===== src/rtl/instr_fetch.sv =====
`default_nettype none
// ============================================================================
// Module   : instr_fetch
// Brief    : Fetch stage - owns the PC, reads instruction memory one word at a
//            time and hands (pc, instruction, fault) to decode via valid/ready.
// Revision : 1.0
// ============================================================================
module instr_fetch #(
    parameter logic [31:0] RESET_PC = 32'h0000_0000
) (
    input  logic        clk,
    input  logic        rst_n,
    output logic        imem_req_valid,
    output logic [31:0] imem_req_addr,
    input  logic        imem_req_ready,
    input  logic        imem_resp_valid,
    input  logic [31:0] imem_resp_data,
    input  logic        imem_resp_error,
    output logic        out_valid,
    input  logic        out_ready,
    output logic [31:0] out_instruction,
    output logic [31:0] out_pc,
    output logic        out_fetch_fault,
    input  logic        redirect_valid,
    input  logic [31:0] redirect_pc
);

    localparam logic [1:0] c_REQ   = 2'd0;
    localparam logic [1:0] c_WAIT  = 2'd1;
    localparam logic [1:0] c_DROP  = 2'd2;
    localparam logic [1:0] c_FAULT = 2'd3;

    logic [1:0]  r_state;
    logic [31:0] r_pc;
    logic        r_out_valid;
    logic [31:0] r_out_instruction;
    logic [31:0] r_out_pc;
    logic        r_out_fetch_fault;

    logic w_buf_free;
    logic w_aligned;
    logic w_req_valid;
    logic w_req_fire;

    assign w_buf_free  = !r_out_valid || out_ready;
    assign w_aligned   = (r_pc[1:0] == 2'b00);
    assign w_req_valid = (r_state == c_REQ) && w_aligned && w_buf_free;
    assign w_req_fire  = w_req_valid && imem_req_ready;

    assign imem_req_valid  = w_req_valid;
    assign imem_req_addr   = r_pc;
    assign out_valid       = r_out_valid;
    assign out_instruction = r_out_instruction;
    assign out_pc          = r_out_pc;
    assign out_fetch_fault = r_out_fetch_fault;

    always_ff @(posedge clk or negedge rst_n) begin
        if (!rst_n) begin
            r_state           <= c_REQ;
            r_pc              <= RESET_PC;
            r_out_valid       <= 1'b0;
            r_out_instruction <= 32'd0;
            r_out_pc          <= 32'd0;
            r_out_fetch_fault <= 1'b0;
        end else if (redirect_valid) begin
            // Redirect wins over everything; any response still owed by
            // memory for the old PC must be swallowed in DROP.
            r_pc        <= redirect_pc;
            r_out_valid <= 1'b0;
            case (r_state)
                c_REQ:   r_state <= w_req_fire ? c_DROP : c_REQ;
                c_WAIT:  r_state <= imem_resp_valid ? c_REQ : c_DROP;
                // A stale response landing now is the one DROP was waiting for.
                c_DROP:  r_state <= imem_resp_valid ? c_REQ : c_DROP;
                default: r_state <= c_REQ;
            endcase
        end else begin
            if (r_out_valid && out_ready) begin
                r_out_valid <= 1'b0;
            end
            case (r_state)
                c_REQ: begin
                    if (w_buf_free && !w_aligned) begin
                        r_out_valid       <= 1'b1;
                        r_out_pc          <= r_pc;
                        r_out_instruction <= 32'd0;
                        r_out_fetch_fault <= 1'b1;
                        r_state           <= c_FAULT;
                    end else if (w_req_fire) begin
                        r_state <= c_WAIT;
                    end
                end
                c_WAIT: begin
                    // Buffer is free here: a request only issues when it is.
                    if (imem_resp_valid) begin
                        r_out_valid       <= 1'b1;
                        r_out_pc          <= r_pc;
                        r_out_instruction <= imem_resp_error ? 32'd0 : imem_resp_data;
                        r_out_fetch_fault <= imem_resp_error;
                        if (imem_resp_error) begin
                            r_state <= c_FAULT;
                        end else begin
                            r_pc    <= r_pc + 32'd4;
                            r_state <= c_REQ;
                        end
                    end
                end
                c_DROP: begin
                    if (imem_resp_valid) begin
                        r_state <= c_REQ;
                    end
                end
                default: r_state <= c_FAULT;
            endcase
        end
    end

endmodule
`default_nettype wire


===== config.mk =====
export PLATFORM = sky130hd
export DESIGN_NAME = instr_fetch
export DESIGN_NICKNAME = d
export VERILOG_FILES = /design/src/rtl/instr_fetch.sv
export SDC_FILE = /design/constraint.sdc
export NUM_CORES = 1
export LEC_CHECK = 0
export CAP_MARGIN = 20
export CORE_UTILIZATION = 48
export CTS_BUF_LIST = sky130_fd_sc_hd__clkbuf_8 sky130_fd_sc_hd__clkbuf_16
export CTS_CLUSTER_SIZE = 28
export DETAILED_ROUTE_END_ITERATION = 7
export PLACE_DENSITY = 0.86
export REMOVE_ABC_BUFFERS = 1
export SLEW_MARGIN = 20
export SYNTH_ARGS = -nofsm -noshare
export SYNTH_HDL_FRONTEND = slang
export SYNTH_SLANG_ARGS = --single-unit

===== constraint.sdc =====
create_clock -name clk -period 6.5 [get_ports clk]
set_clock_uncertainty 0.2 [all_clocks]
set_input_delay 1.3 -clock clk [delete_from_list [all_inputs] [get_ports clk]]
set_output_delay 1.3 -clock clk [all_outputs]
set_load 0.05 [all_outputs]

Word level (Yosys, flattened, before mapping)
Index checks and enable logic that the tools add are counted.
Widths: inputs -> output; s select.
Word-level totals
  output and inout port bits: 99
  input port bits: 71
  flip-flop bits (word level): 100
Operators by class
  mux-type cells: 29
  bitwise gates (word level): 1
  add/subtract/negate cells: 1
  equality and inequality tests: 8
  reduce and logical (&&, ||, !) cells: 17
Operator list (count)
  $mux 32: 9
  $pmux 32 s2: 2
  $add 32x3->32 const B: 1
  $mux 2: 8
  $mux 1: 6
  $ne 3x3->1 const B: 2
  $pmux 2 s3: 1
  $reduce_and 3->1: 2
  $reduce_bool 2->1: 3
  $logic_and 1x1->1: 5
  $logic_not 2->1: 2
  $ne 2x1->1 const B: 2
  $ne 4x3->1 const B: 1
  $pmux 1 s2: 2
  $pmux 2 s2: 1
  $reduce_and 4->1: 1
  $eq 2x1->1 const B: 1
  $eq 2x2->1 const B: 1
  $logic_not 1->1: 2
  $ne 2x2->1 const B: 1
  $reduce_or 2->1: 1
  $logic_or 1x1->1: 1
  $not 1->1: 1

Depth between registers and ports, before layout
  word-level depth: 8
  mapped depth: 9
  mapped depth without buffers: 6

Worst setup path after synthesis
No wires, ideal clock.
  path kind: in2out
  start: in out_ready
  end: out imem_req_valid
  setup slack: 3.105 ns
  cell stages on the path: 2
  required time: 5.000 ns
  buffers on the path: 0
  arrival time: 1.895 ns
  cell sequence: nand2b_1 > and3_1
Between the ends
  cells in the longest elaborated chain, start to end: 2
Ends and longest elaborated chain
  from (decl): line 20  | input logic out_ready,
  $logic_or 1x1->1: line 45  | assign w_buf_free = !r_out_valid || out_ready;
  $logic_and 1x1->1: line 47  | assign w_req_valid = (r_state == c_REQ) && w_aligned && w_buf_free;
  to (decl): line 13  | output logic imem_req_valid,
No other way between the ends.

Worst setup path in the final report
Same ends and word-level chain as after synthesis.

==> qor.txt <==
status -> completed
layout cells sized above 1 -> 11.0%
fin crit share -> 67.8%
gr usage total -> 24.9%
Tmin final -> 4.41 ns
num ports -> 170
Worst Hold Slack -> 0.312 ns
Synth Instances -> 388
Rel. slew slack -> 54.7%
hold path cells -> 1
post-CTS resize count -> 0
routed vias -> 3805
Synth Register Bits -> 100
Area growth, synth to finish -> 43.6%
chip height -> 98.7 µm
f_max -> 227 MHz
worst slew pin tran -> 0.673 ns
Clock Tree Buf Depth -> 2
Final setup viols -> 0
Die Width -> 98.7 µm
CP endpoint kind -> output port
total leakage power -> 2.64 nW
footprint of the multi-input gates -> 1860 µm²
synthesized area -> 4490 µm²
RR Startpoint -> r_state[1]$_DFFE_PN0P_
RSZ-0062 raised after global routing -> false
WL final -> 11.7 mm
first-pass GRT wire length -> 19.2 mm
CP Data Arrival Time -> 2.91 ns
Mean Syn Cell Area -> 11.6 µm²
max-cap violations -> 0
Worst Setup Start Kind -> input pin
Worst Hold Endpoint -> out_pc[24]$_DFFE_PN0P_
Core Footprint -> 8890 µm²
main area contributors after synthesis -> dfrtp_1 56%, mux2_2 8.5%, a22o_1 6.2%
GRT Residual Overflow -> 0
WL per Instance -> 17.6 µm
hold crit path type -> reg2reg
Die ar. -> 9740 µm²
CTS tree -> done
commonest non-fill, non-tap cell in the layout -> clkdlybuf4s50_1
Register Area -> 2500 µm²
TritonRoute pass-1 iters -> 5
Worst-path clk slew -> 0.10 ns
Critical Path RT -> 5.00 ns
ANT cells -> 0
fillers -> 630
R2R depth -> 7
R2R Setup Slk -> 3.69 ns
Skew-Pair Late Insertion Delay -> 0.37 ns
EDFF count, synth -> 0
DRT iter0 DRCs -> 150
Final GP Congestion -> 0.809
antenna-violating nets left -> 0
Pwr Density -> 427 nW/µm²
final hold vios -> 0
clock root buffer -> clkbuf_8
Clock Sinks -> 100
total clock buffers created by CTS -> 9
leading area contributor after synthesis -> dfrtp_1
Crit Path Max Fanout -> 3
Max Slew Vio Count -> 0
post-synth top area share -> 55.8%
DR vias/cell -> 5.75
final layout net count -> 625
Initial Util -> 50.5%
R2R Path End -> out_pc[1]$_DFFE_PN0P_
CTS H-tree depth -> 3
vias in the first global route -> 3789
sequential fraction of the synthesis area -> 55.8%
type of the worst setup path -> in2out
DRC viols -> 0
dpl hpwl -> 8.27 mm
asr flop ratio synth -> 100%
IO Port Bufs -> 169
Yosys cell types -> 46
most frequent cells in the layout -> 168 x clkdlybuf4s50_1, 100 x dfrtp_1, 34 x mux2_2, 32 x a22o_1, 28 x nand2_1
top_reg_cell synth -> dfrtp_1
Post-CTS Setup Bufs -> 0
FP Rows -> 34
CTS Hold Bufs -> 0
initial antenna violation count -> 0
Fin Setup TNS -> 0 ns
hold_sp -> out_pc[24]$_DFFE_PN0P_
peak supply drop -> 0.241 mV
YS warnings -> 0
largest net degree at the start of global routing -> 56
area by class of cell:
type	count	area share (%)
sequential	100	38.9
inverter	10	0.583
timing repair buffer	173	26.7
clock buffer	9	1.92
multi-input combinational	255	28.8
tap	108	2.10
clock inverter	7	1.05
critical path, stage by stage:
cell	delay, ns
clkdlybuf4s50_1	0.47
nand2b_1	0.14
and3_1	0.19
clkdlybuf4s50_1	0.81
routing by layer:
layer	part of all wire, %	GRT usage, %	vias up	wire length, µm
li1	-	-	1770	-
met2	49	41.8	147	5770
met3	5.6	4.75	16	657
met5	0	0	-	0
met4	1.7	8.27	0	202
met1	43	32.8	1872	5030
worst max-delay path by stage:
| stage | from | to | slack [ns] | cells past startpoint |
|---|---|---|---|---|
| global placement | out_ready | imem_req_valid | 2.11 | 4 |
| detailed placement | out_ready | imem_req_valid | 2.10 | 4 |
| floorplan | out_ready | out_instruction[0]$_DFFE_PN0P_ | 2.03 | 4 |
| finish | out_ready | imem_req_valid | 2.09 | 4 |
| global route | out_ready | imem_req_valid | 2.05 | 4 |
| CTS | out_ready | imem_req_valid | 2.09 | 4 |
kinds of logic after synthesis:
kind of cell	Yosys count	share of synthesized area, %
muxes	35	8.76
and+or+nand+nor	109	13.7
adders and majority gates	5	1.39
AOI/OAI and AO/OA	93	14.8
DFF	100	55.8
buffers and inverters	33	3.04
xor gates and xnor gates	13	2.54
Yosys cell counts, drive strengths merged (2+ instances only):
cell type and count:
a211o 2, a21oi 5, a22o 32, a31oi 14, and2 2, and3 2, and4 4, buf 7
clkbuf 16, dfrtp 100, ha 5, inv 10, mux2 34, nand2 28, nand2b 3, nand3 8
nand4 11, nand4b 2, nor2 15, nor2b 2, nor3 6, nor4 8, o21ai 21, o31a 2
o31ai 10, or3 4, or4 11, xnor2 11, xor2 2
power breakdown:
| part | leakage (nW) | internal, mW | switching (mW) |
|---|---|---|---|
| Clock | 0.0997 | 0.150 | 0.238 |
| Combinational | 1.30 | 0.532 | 0.906 |
| Sequential | 1.24 | 0.802 | 0.124 |
| Total | 2.64 | 1.48 | 1.27 |
flip-flops by register name, indices dropped and copies added, names as in the netlist:
register         count
imem_req_addr       32
out_fetch_fault      1
out_instruction     32
out_pc              32
out_valid            1
r_state              2
stage by stage:
step	power (mW)	cell area, µm²	cells	worst slack [ns]	utilization, %
after floorplan	1.86	4390	365	2.03	-
after global placement	2.35	6250	646	2.11	70.3
after global routing	2.87	6440	662	2.05	72.4
after detailed placement	2.38	6250	646	2.10	70.3
final	2.75	6440	662	2.09	72.4
after CTS	2.77	6440	662	2.09	72.4
No activity file was read; power rests on OpenSTA's default activity.
